==> src/rtl/tile_scheduler.sv <==
// Walks the K-tile / pixel-chunk / D-tile loop nest of one layer and issues tile commands.
// Optional stall counter output perf_stall_cnt_o enabled by defining TILE_SCHED_PERF_EN.
module tile_scheduler #(
    parameter int unsigned PIX_W = 14,
    parameter int unsigned CH_W  = 11,
    parameter int unsigned TL_W  = 7
) (
    input  logic             clk,
    input  logic             rst_n,
    input  logic             start_i,
    input  logic [CH_W-1:0]  in_D_i,
    input  logic [CH_W-1:0]  out_K_i,
    input  logic [TL_W-1:0]  tile_D_i,
    input  logic [TL_W-1:0]  tile_K_i,
    input  logic [6:0]       out_R_i,
    input  logic [6:0]       out_C_i,
    input  logic [31:0]      tile_n_i,
    output logic             busy_o,
    output logic             cmd_valid_o,
    input  logic             cmd_ready_i,
    output logic [CH_W-1:0]  cmd_k_base_o,
    output logic [TL_W-1:0]  cmd_k_len_o,
    output logic [CH_W-1:0]  cmd_d_base_o,
    output logic [TL_W-1:0]  cmd_d_len_o,
    output logic [PIX_W-1:0] cmd_pix_base_o,
    output logic [PIX_W-1:0] cmd_pix_len_o,
    output logic             cmd_first_d_o,
    output logic             cmd_last_d_o,
    output logic             cmd_last_o,
`ifdef TILE_SCHED_PERF_EN
    output logic [31:0]      perf_stall_cnt_o,
`endif
    output logic             done_o
);

    typedef enum logic [1:0] {StIdle, StCalc, StIssue, StDone} state_e;

    typedef struct packed {
        logic [CH_W-1:0]  k_base;
        logic [TL_W-1:0]  k_len;
        logic [CH_W-1:0]  d_base;
        logic [TL_W-1:0]  d_len;
        logic [PIX_W-1:0] pix_base;
        logic [PIX_W-1:0] pix_len;
        logic             first_d;
        logic             last_d;
        logic             last;
    } cmd_t;

    state_e           state_q, state_d;
    cmd_t             cmd_q, cmd_d;
    logic [CH_W-1:0]  in_d_q, out_k_q;
    logic [TL_W-1:0]  tile_d_q, tile_k_q;
    logic [6:0]       out_r_q, out_c_q;
    logic [31:0]      tile_n_q;
    logic [PIX_W-1:0] total_pix_q, n_eff_q;
    logic [PIX_W-1:0] total_pix_c, n_eff_c;
    logic             degenerate;
    logic [CH_W-1:0]  nk, nd;
    logic [PIX_W-1:0] np;
    logic [PIX_W:0]   p_sum;

    // Payload for the tile at the given running bases; widened sums keep the end compares exact.
    function automatic cmd_t build_cmd(input logic [CH_W-1:0] kb, input logic [CH_W-1:0] db,
                                       input logic [PIX_W-1:0] pb, input logic [CH_W-1:0] ind,
                                       input logic [CH_W-1:0] outk, input logic [TL_W-1:0] td,
                                       input logic [TL_W-1:0] tk, input logic [PIX_W-1:0] tp,
                                       input logic [PIX_W-1:0] ne);
        cmd_t             c;
        logic [CH_W-1:0]  k_rem, d_rem;
        logic [PIX_W-1:0] p_rem;
        logic [CH_W:0]    k_end, d_end;
        logic [PIX_W:0]   p_end;
        k_rem = outk - kb;
        d_rem = ind - db;
        p_rem = tp - pb;
        k_end = {1'b0, kb} + {1'b0, CH_W'(tk)};
        d_end = {1'b0, db} + {1'b0, CH_W'(td)};
        p_end = {1'b0, pb} + {1'b0, ne};
        c.k_base   = kb;
        c.k_len    = (k_rem < CH_W'(tk)) ? TL_W'(k_rem) : tk;
        c.d_base   = db;
        c.d_len    = (d_rem < CH_W'(td)) ? TL_W'(d_rem) : td;
        c.pix_base = pb;
        c.pix_len  = (p_rem < ne) ? p_rem : ne;
        c.first_d  = (db == '0);
        c.last_d   = (d_end >= {1'b0, ind});
        c.last     = c.last_d && (p_end >= {1'b0, tp}) && (k_end >= {1'b0, outk});
        return c;
    endfunction

    always_comb begin
        total_pix_c = PIX_W'(out_r_q) * PIX_W'(out_c_q);
        if (tile_n_q == '0) begin
            n_eff_c = PIX_W'(1);
        end else if (tile_n_q > 32'(total_pix_c)) begin
            n_eff_c = total_pix_c;
        end else begin
            n_eff_c = PIX_W'(tile_n_q);
        end
        degenerate = (in_d_q == '0) || (out_k_q == '0) || (tile_d_q == '0) ||
                     (tile_k_q == '0) || (out_r_q == '0) || (out_c_q == '0);
    end

    // Next running bases: D advances first, then pixel chunk, then K tile.
    always_comb begin
        nd    = cmd_q.d_base + CH_W'(tile_d_q);
        np    = cmd_q.pix_base;
        nk    = cmd_q.k_base;
        p_sum = {1'b0, cmd_q.pix_base} + {1'b0, n_eff_q};
        if (cmd_q.last_d) begin
            nd = '0;
            if (p_sum >= {1'b0, total_pix_q}) begin
                np = '0;
                nk = cmd_q.k_base + CH_W'(tile_k_q);
            end else begin
                np = p_sum[PIX_W-1:0];
            end
        end
    end

    always_comb begin
        state_d = state_q;
        cmd_d   = cmd_q;
        case (state_q)
            StIdle: if (start_i) state_d = StCalc;
            StCalc: begin
                if (degenerate) begin
                    state_d = StDone;
                end else begin
                    cmd_d   = build_cmd('0, '0, '0, in_d_q, out_k_q, tile_d_q, tile_k_q,
                                        total_pix_c, n_eff_c);
                    state_d = StIssue;
                end
            end
            StIssue: begin
                if (cmd_ready_i) begin
                    if (cmd_q.last) begin
                        state_d = StDone;
                    end else begin
                        cmd_d = build_cmd(nk, nd, np, in_d_q, out_k_q, tile_d_q, tile_k_q,
                                          total_pix_q, n_eff_q);
                    end
                end
            end
            StDone:  state_d = StIdle;
            default: state_d = StIdle;
        endcase
    end

    always_ff @(posedge clk or negedge rst_n) begin
        if (!rst_n) begin
            state_q     <= StIdle;
            cmd_q       <= '0;
            in_d_q      <= '0;
            out_k_q     <= '0;
            tile_d_q    <= '0;
            tile_k_q    <= '0;
            out_r_q     <= '0;
            out_c_q     <= '0;
            tile_n_q    <= '0;
            total_pix_q <= '0;
            n_eff_q     <= '0;
        end else begin
            state_q <= state_d;
            cmd_q   <= cmd_d;
            if (state_q == StIdle && start_i) begin
                in_d_q   <= in_D_i;
                out_k_q  <= out_K_i;
                tile_d_q <= tile_D_i;
                tile_k_q <= tile_K_i;
                out_r_q  <= out_R_i;
                out_c_q  <= out_C_i;
                tile_n_q <= tile_n_i;
            end
            if (state_q == StCalc) begin
                total_pix_q <= total_pix_c;
                n_eff_q     <= n_eff_c;
            end
        end
    end

`ifdef TILE_SCHED_PERF_EN
    always_ff @(posedge clk or negedge rst_n) begin
        if (!rst_n) begin
            perf_stall_cnt_o <= '0;
        end else if (state_q == StIdle && start_i) begin
            perf_stall_cnt_o <= '0;
        end else if (cmd_valid_o && !cmd_ready_i && perf_stall_cnt_o != '1) begin
            perf_stall_cnt_o <= perf_stall_cnt_o + 32'd1;
        end
    end
`endif

    assign busy_o         = (state_q != StIdle);
    assign cmd_valid_o    = (state_q == StIssue);
    assign done_o         = (state_q == StDone);
    assign cmd_k_base_o   = cmd_q.k_base;
    assign cmd_k_len_o    = cmd_q.k_len;
    assign cmd_d_base_o   = cmd_q.d_base;
    assign cmd_d_len_o    = cmd_q.d_len;
    assign cmd_pix_base_o = cmd_q.pix_base;
    assign cmd_pix_len_o  = cmd_q.pix_len;
    assign cmd_first_d_o  = cmd_q.first_d;
    assign cmd_last_d_o   = cmd_q.last_d;
    assign cmd_last_o     = cmd_q.last;

endmodule

==> config.mk <==
export PLATFORM = sky130hd
export DESIGN_NAME = tile_scheduler
export DESIGN_NICKNAME = d
export VERILOG_FILES = /design/src/rtl/tile_scheduler.sv
export SDC_FILE = /design/constraint.sdc
export NUM_CORES = 1
export LEC_CHECK = 0
export BUFFER_PORTS_ARGS = -buffer_cell sky130_fd_sc_hd__buf_2
export CAP_MARGIN = 5
export CORE_MARGIN = 2
export CORE_UTILIZATION = 28
export CTS_CLUSTER_SIZE = 14
export DETAILED_ROUTE_END_ITERATION = 10
export PLACE_DENSITY = 0.42
export SETUP_SLACK_MARGIN = 0.1
export SYNTH_ARGS = -nofsm -noshare
export SYNTH_HDL_FRONTEND = slang
export SYNTH_SLANG_ARGS = --single-unit
==> constraint.sdc <==
create_clock -name clk -period 11.1 [get_ports clk]
set_input_delay 0 -clock clk [delete_from_list [all_inputs] [get_ports clk]]
set_output_delay 0 -clock clk [all_outputs]
set_load 0.01 [all_outputs]
==> Word-level counts from Yosys, hierarchy flattened <==
Cells that the tools add are included.
{ "word_totals": {"register_bits": 179, "elab_cells": 97, "out_inout_bits": 70, "in_bits": 86} }
{ "classes": {"magnitude_cmp": 14, "mul": 1, "n_reduce_logical": 24, "eq_ne": 8, "mux": 22, "addsub": 9} }
{ "op_table": {"columns": ["cell", "n"], "rows": [
  ["67-bit two-way mux", 3],
  ["67-bit one-hot mux with 2 select lines", 1],
  ["14-bit two-way mux", 6],
  ["11-bit by 7-bit less-than comparator with 1-bit output", 4],
  ["11-bit logical NOT", 3],
  ["11-bit two-way mux", 3],
  ["32-bit by 14-bit > comparator with 1-bit output", 1],
  ["32-bit logical NOT", 1],
  ["14-bit by 14-bit adder with 15-bit output", 2],
  ["15-bit by 14-bit greater-or-equal comparator with 1-bit output", 2],
  ["7-bit logical NOT", 4],
  ["14-bit less-than comparator", 2],
  ["7-bit two-way mux", 4],
  ["11-bit by 7-bit adder with 12-bit output", 2],
  ["12-bit by 11-bit greater-or-equal comparator with 1-bit output", 2],
  ["11-bit by 7-bit adder with 11-bit output", 2],
  ["7-bit by 11-bit greater-or-equal comparator with 1-bit output", 2],
  ["11-bit subtractor", 2],
  ["14-bit greater-or-equal comparator", 1],
  ["7-bit by 7-bit multiplier with 14-bit output", 1],
  ["14-bit subtractor", 1],
  ["2-bit one-hot mux with 4 select lines", 1],
  ["2-bit two-way mux", 3],
  ["2-bit inequality test (second input constant)", 3],
  ["other kinds (10)", 22]
]} }

==> Depth between registers and ports, before layout <==
{ "logic_depth": {"depth_word": 11, "depth_mapped": 37, "ltp_nobuf": 34} }

==> Worst setup path after synthesis <==
OpenSTA, ideal clock, no wires.
{ "synth_timing": {"path_kind": "register to register", "startpoint": "register out_r_q[4]", "endpoint": "register cmd_q, in the netlist cmd_pix_len_o[10]", "t_required_ps": 10974, "path_buffers": 2, "setup_ps": 126, "path_stages_with_launch": 35, "synth_period_minus_slack_ps": 7943, "setup_slack_ps": 3157, "t_arrival_ps": 7817, "cell_sequence": "dfrtp_1 -> clkbuf_1 -> nand2_1 -> fa_1 -> fa_1 -> fa_1 -> inv_1 -> fa_1 -> ha_1 -> o21ai_0 -> nand2b_1 -> a31oi_1 -> o21ai_0 -> a21oi_1 -> xor2_1 -> ha_1 -> nand3_1 -> nor4_1 -> a31oi_1 -> o41ai_1 -> maj3_2 -> a21oi_4 -> buf_4 -> mux2i_1 -> nor2_1 -> ha_1 -> a21oi_1 -> nor2_1 -> a211oi_1 -> o21a_1 -> a22oi_1 -> a211oi_1 -> a2111oi_4 -> and2_0 -> o32a_1"} }
{ "synth_between": {"elab_chain_cells": 8, "word_cells_on_any_way": 13, "classes_between": "mul: 1; order compare: 2; eq/ne: 1; mux: 5; reduce/logical: 4"} }
{ "synth_lines": {"columns": ["element", "line", "source"], "rows": [
  ["start, declared", "54", "logic [6:0] out_r_q, out_c_q;"],
  ["start signal, assigned", "172", "out_r_q <= out_R_i;"],
  ["7-bit by 7-bit multiplier with 14-bit output *", "93", "total_pix_c = PIX_W'(out_r_q) * PIX_W'(out_c_q);"],
  ["32-bit by 14-bit > comparator with 1-bit output", "96", "end else if (tile_n_q > 32'(total_pix_c)) begin"],
  ["14-bit two-way mux *", "96", null],
  ["14-bit two-way mux *", "94", "if (tile_n_q == '0) begin"],
  ["via n_eff_c[7]", "57", "logic [PIX_W-1:0] total_pix_c, n_eff_c;"],
  ["14-bit less-than comparator *", "85", "c.pix_len = (p_rem < ne) ? p_rem : ne;"],
  ["14-bit two-way mux *", "85", null],
  ["67-bit two-way mux *", "128", "if (degenerate) begin"],
  ["67-bit one-hot mux with 2 select lines *", "125", "case (state_q)"],
  ["end signal, assigned", "166", "cmd_q <= cmd_d;"],
  ["end, declared", "51", "cmd_t cmd_q, cmd_d;"]
]} }
Mark *: on every way through the listed nets, which the timed path passes. The rest lies on a longest branch. The select of a mux whose other input is x is not followed.
A chain may end at the register's enable or synchronous reset.

==> Final worst setup path <==
{ "layout_timing": {"startpoint": "register out_r_q[0]", "endpoint": "register cmd_q, in the netlist cmd_pix_len_o[10]"} }
The elaborated chain is that of the path after synthesis.

==> reports/summary.json <==
{
  "outcome": "complete, no violations",
  "hold_viol": 0,
  "drcViolationCount": 0,
  "die-width_um": 246,
  "clock_tree_from_tritoncts": "yes",
  "global_route_wire_length_before_repair_um": 82000,
  "max-cap-violations": 0,
  "timing.critical_path.from_type": "flop",
  "cts_hold_buf": 86,
  "drt_pre_antenna_iters": 5,
  "finalSetupViolCount": 0,
  "cts_htree_levels": 4,
  "grt_setup_unrepaired": "no",
  "core-area_mm2": 0.0578,
  "synth_enable_flop_cells": 0,
  "placementRows": 88,
  "fin_crit_ns": 9.33,
  "min_path_type": "input port to async pin",
  "synthDominantCellAreaShare_pct": 27.3,
  "netlist_top_cells_area": "dfrtp_1 27%, ha_1 18%, mux2_2 6.1%",
  "dr_total_vias": 13956,
  "mostFrequentLayoutCell": "ha_1",
  "number_of_setup_buffers_added_after_cts": 0,
  "grt_overflow": 0,
  "synth_top_cell_by_area": "dfrtp_1",
  "fraction_of_layout_instances_using_a_drive_strength_above_1_pct": 15.9,
  "ys_dominant_reg_cell": "dfrtp_1",
  "required_ns": 11.48,
  "grt_antenna_before_repair": 0,
  "cts_buffer_depth": 2,
  "achievable-frequency_mhz": 107,
  "fin_crit_sh_pct": 84.1,
  "gp_routability_congestion": 0.848,
  "pin_count_of_the_biggest_net_entering_global_routing": 69,
  "resized_gates_after_cts": 0,
  "netlist_instances": 1812,
  "io_buf_count": 155,
  "grt_use_total_pct": 17.5,
  "finalMaxSlewViolations": 0,
  "slew_headroom_pct": 29.0,
  "netlist_area_mm2": 0.0164,
  "clk-insertion-delay-late_ns": 0.50,
  "postSynthNetCount": 2171,
  "n_fill_cell": 5947,
  "cts-buffers-inserted": 17,
  "critical-path-max-stage-delay_ns": 0.57,
  "commonest_non_fill_non_tap_cells_in_the_layout": "240 x ha_1, 179 x dfrtp_1, 175 x inv_1",
  "crit_arrival_ns": 9.71,
  "worst_clock_skew_ns": 0.0164,
  "grt_pass1_vias": 14527,
  "clock-sinks": 179,
  "crit_fanout": 16,
  "dp_hpwl_um": 41000,
  "floorplan.io_pins": 156,
  "synth_cell_types": 86,
  "initial_utilization_pct": 28.4,
  "nets": 2401,
  "setup.worst_path.class": "flop to flop",
  "critical-path-top-cell-by-count": "fa_1",
  "synth_seq_area_share_pct": 27.3,
  "asyncSetResetFlopFracSynth_pct": 100,
  "routed_wl_um": 51600,
  "critical-path-slowest-cell": "a21oi_4",
  "tightest_slew_ns": 1.05,
  "antenna_violating_nets_post_route": 0,
  "layout-area-overhead-vs-synth_pct": 19.7,
  "antenna-diode-count": 0,
  "postSynthAreaPerCell_um2": 9.05,
  "route.detailed.wl_per_inst_um": 18.3,
  "first_iter_violations": 679,
  "die_outline_area_mm2": 0.0605,
  "die_h_um": 246,
  "setup_tns_ns": 0,
  "path_clk_slew_ns": 0.07,
  "synth-seq-cells": 179,
  "ys.warnings.count": 0,
  "via_per_inst": 4.95,
  "kind_of_end_point_of_the_critical_path": "flop",
  "ctsRootBufferMaster": "clkbuf_16"
}
[path summary, 6_finish.rpt]
check	start	endpoint	slack [ns]	depth (start not counted)
max reg2reg	out_r_q[0]	cmd_pix_len_o[10]	1.77	32
min reg2reg	tile_n_q[29]	tile_n_q[29]	0.50	1
min in group clk	in_D_i[10]	in_d_q[10]	0.26	3
min	rst_n	cmd_k_base_o[2]	0.12	2
max in group asynchronous	rst_n	out_c_q[0]	9.67	3
max	out_r_q[0]	cmd_pix_len_o[10]	1.77	32
[state kept, by name, indices dropped and copies added (netlist names)]
signal          count
out_c_q             7
cmd_k_len_o         7
cmd_pix_base_o     14
out_k_q            11
cmd_pix_len_o      14
cmd_first_d_o       1
n_eff_q            14
tile_d_q            7
cmd_last_o          1
total_pix_q        14
cmd_d_base_o       11
tile_n_q           32
in_d_q             11
cmd_last_d_o        1
cmd_d_len_o         7
state_q             2
out_r_q             7
cmd_k_base_o       11
tile_k_q            7
[synth_stat cells, types with 9 or more instances]
library cell and count:
a21oi_1 113, nor2_1 108, ha_1 240, xor2_1 27, a31oi_1 23, nand2_1 136
and2_1 41, a21o_1 42, a211oi_1 17, nand3_1 31, and3_1 12, mux2i_1 18
mux2_2 89, dfrtp_1 179, xnor2_1 54, or4_1 9, clkbuf_1 40, nor3_1 42
o22ai_1 17, nand4_1 10, o211ai_1 9, nor2b_1 28, o21bai_1 12, fa_1 33
o21a_1 24, o21ai_0 112, nand2b_1 13, o31ai_1 9, nor4_1 20, inv_1 175
[critical path, delay by kind of cell, from the launching register on]
| kind | cells | cell delay (ns) |
|---|---|---|
| fa+ha+maj | 8 | 3.43 |
| compound gates | 14 | 2.96 |
| simple gates | 6 | 1.25 |
| flops | 1 | 0.49 |
| mux | 1 | 0.42 |
| xor+xnor | 1 | 0.39 |
| buf+inv | 2 | 0.26 |
[layout make-up]
class | instances | area (µm²) | share of cell area (%)
Multi-Input combinational cell | 1414 | 11100 | 56.6
Inverter | 175 | 657 | 3.35
Clock buffer | 19 | 453 | 2.31
Sequential cell | 179 | 4480 | 22.8
Timing Repair Buffer | 255 | 1750 | 8.92
Tap cell | 765 | 957 | 4.88
Clock inverter | 13 | 216 | 1.10
[layer usage]
| layer | GRT usage [%] | wire [µm] | vias to the layer above |
|---|---|---|---|
| met4 | 5.44 | 1190 | 0 |
| met2 | 28.9 | 24000 | 212 |
| li1 | - | - | 6985 |
| met1 | 23.1 | 24500 | 6712 |
| met5 | 0 | 0 | - |
| met3 | 3.28 | 1900 | 47 |
[cell families after synthesis]
kind of cell | count (synthesis) | synth area share (%)
compound gates | 470 | 19.0
buf+inv | 219 | 5.06
flops | 179 | 27.3
xor+xnor | 84 | 4.66
mux | 107 | 7.21
fa+ha+maj | 274 | 22.4
simple gates | 479 | 14.3
[per-stage QoR]
| step | instance area, µm² | instances | hold slack [ns] | utilization (%) | worst slack [ns] |
|---|---|---|---|---|---|
| after global placement | 18100 | 2702 | 0.0909 | 31.3 | 2.03 |
| after floorplan | 16400 | 1812 | -0.296 | - | 3.16 |
| final | 19600 | 2820 | 0.118 | 33.9 | 1.77 |
| after detailed placement | 18100 | 2702 | 0.0883 | 31.3 | 1.82 |
| after global routing | 19600 | 2820 | 0.163 | 33.9 | 1.22 |
| after CTS | 19600 | 2820 | 0.111 | 33.9 | 1.78 |
Power is left out: the tool's default activity adds up to more than one toggle a clock period on the data nets, which glitch-free logic cannot reach.
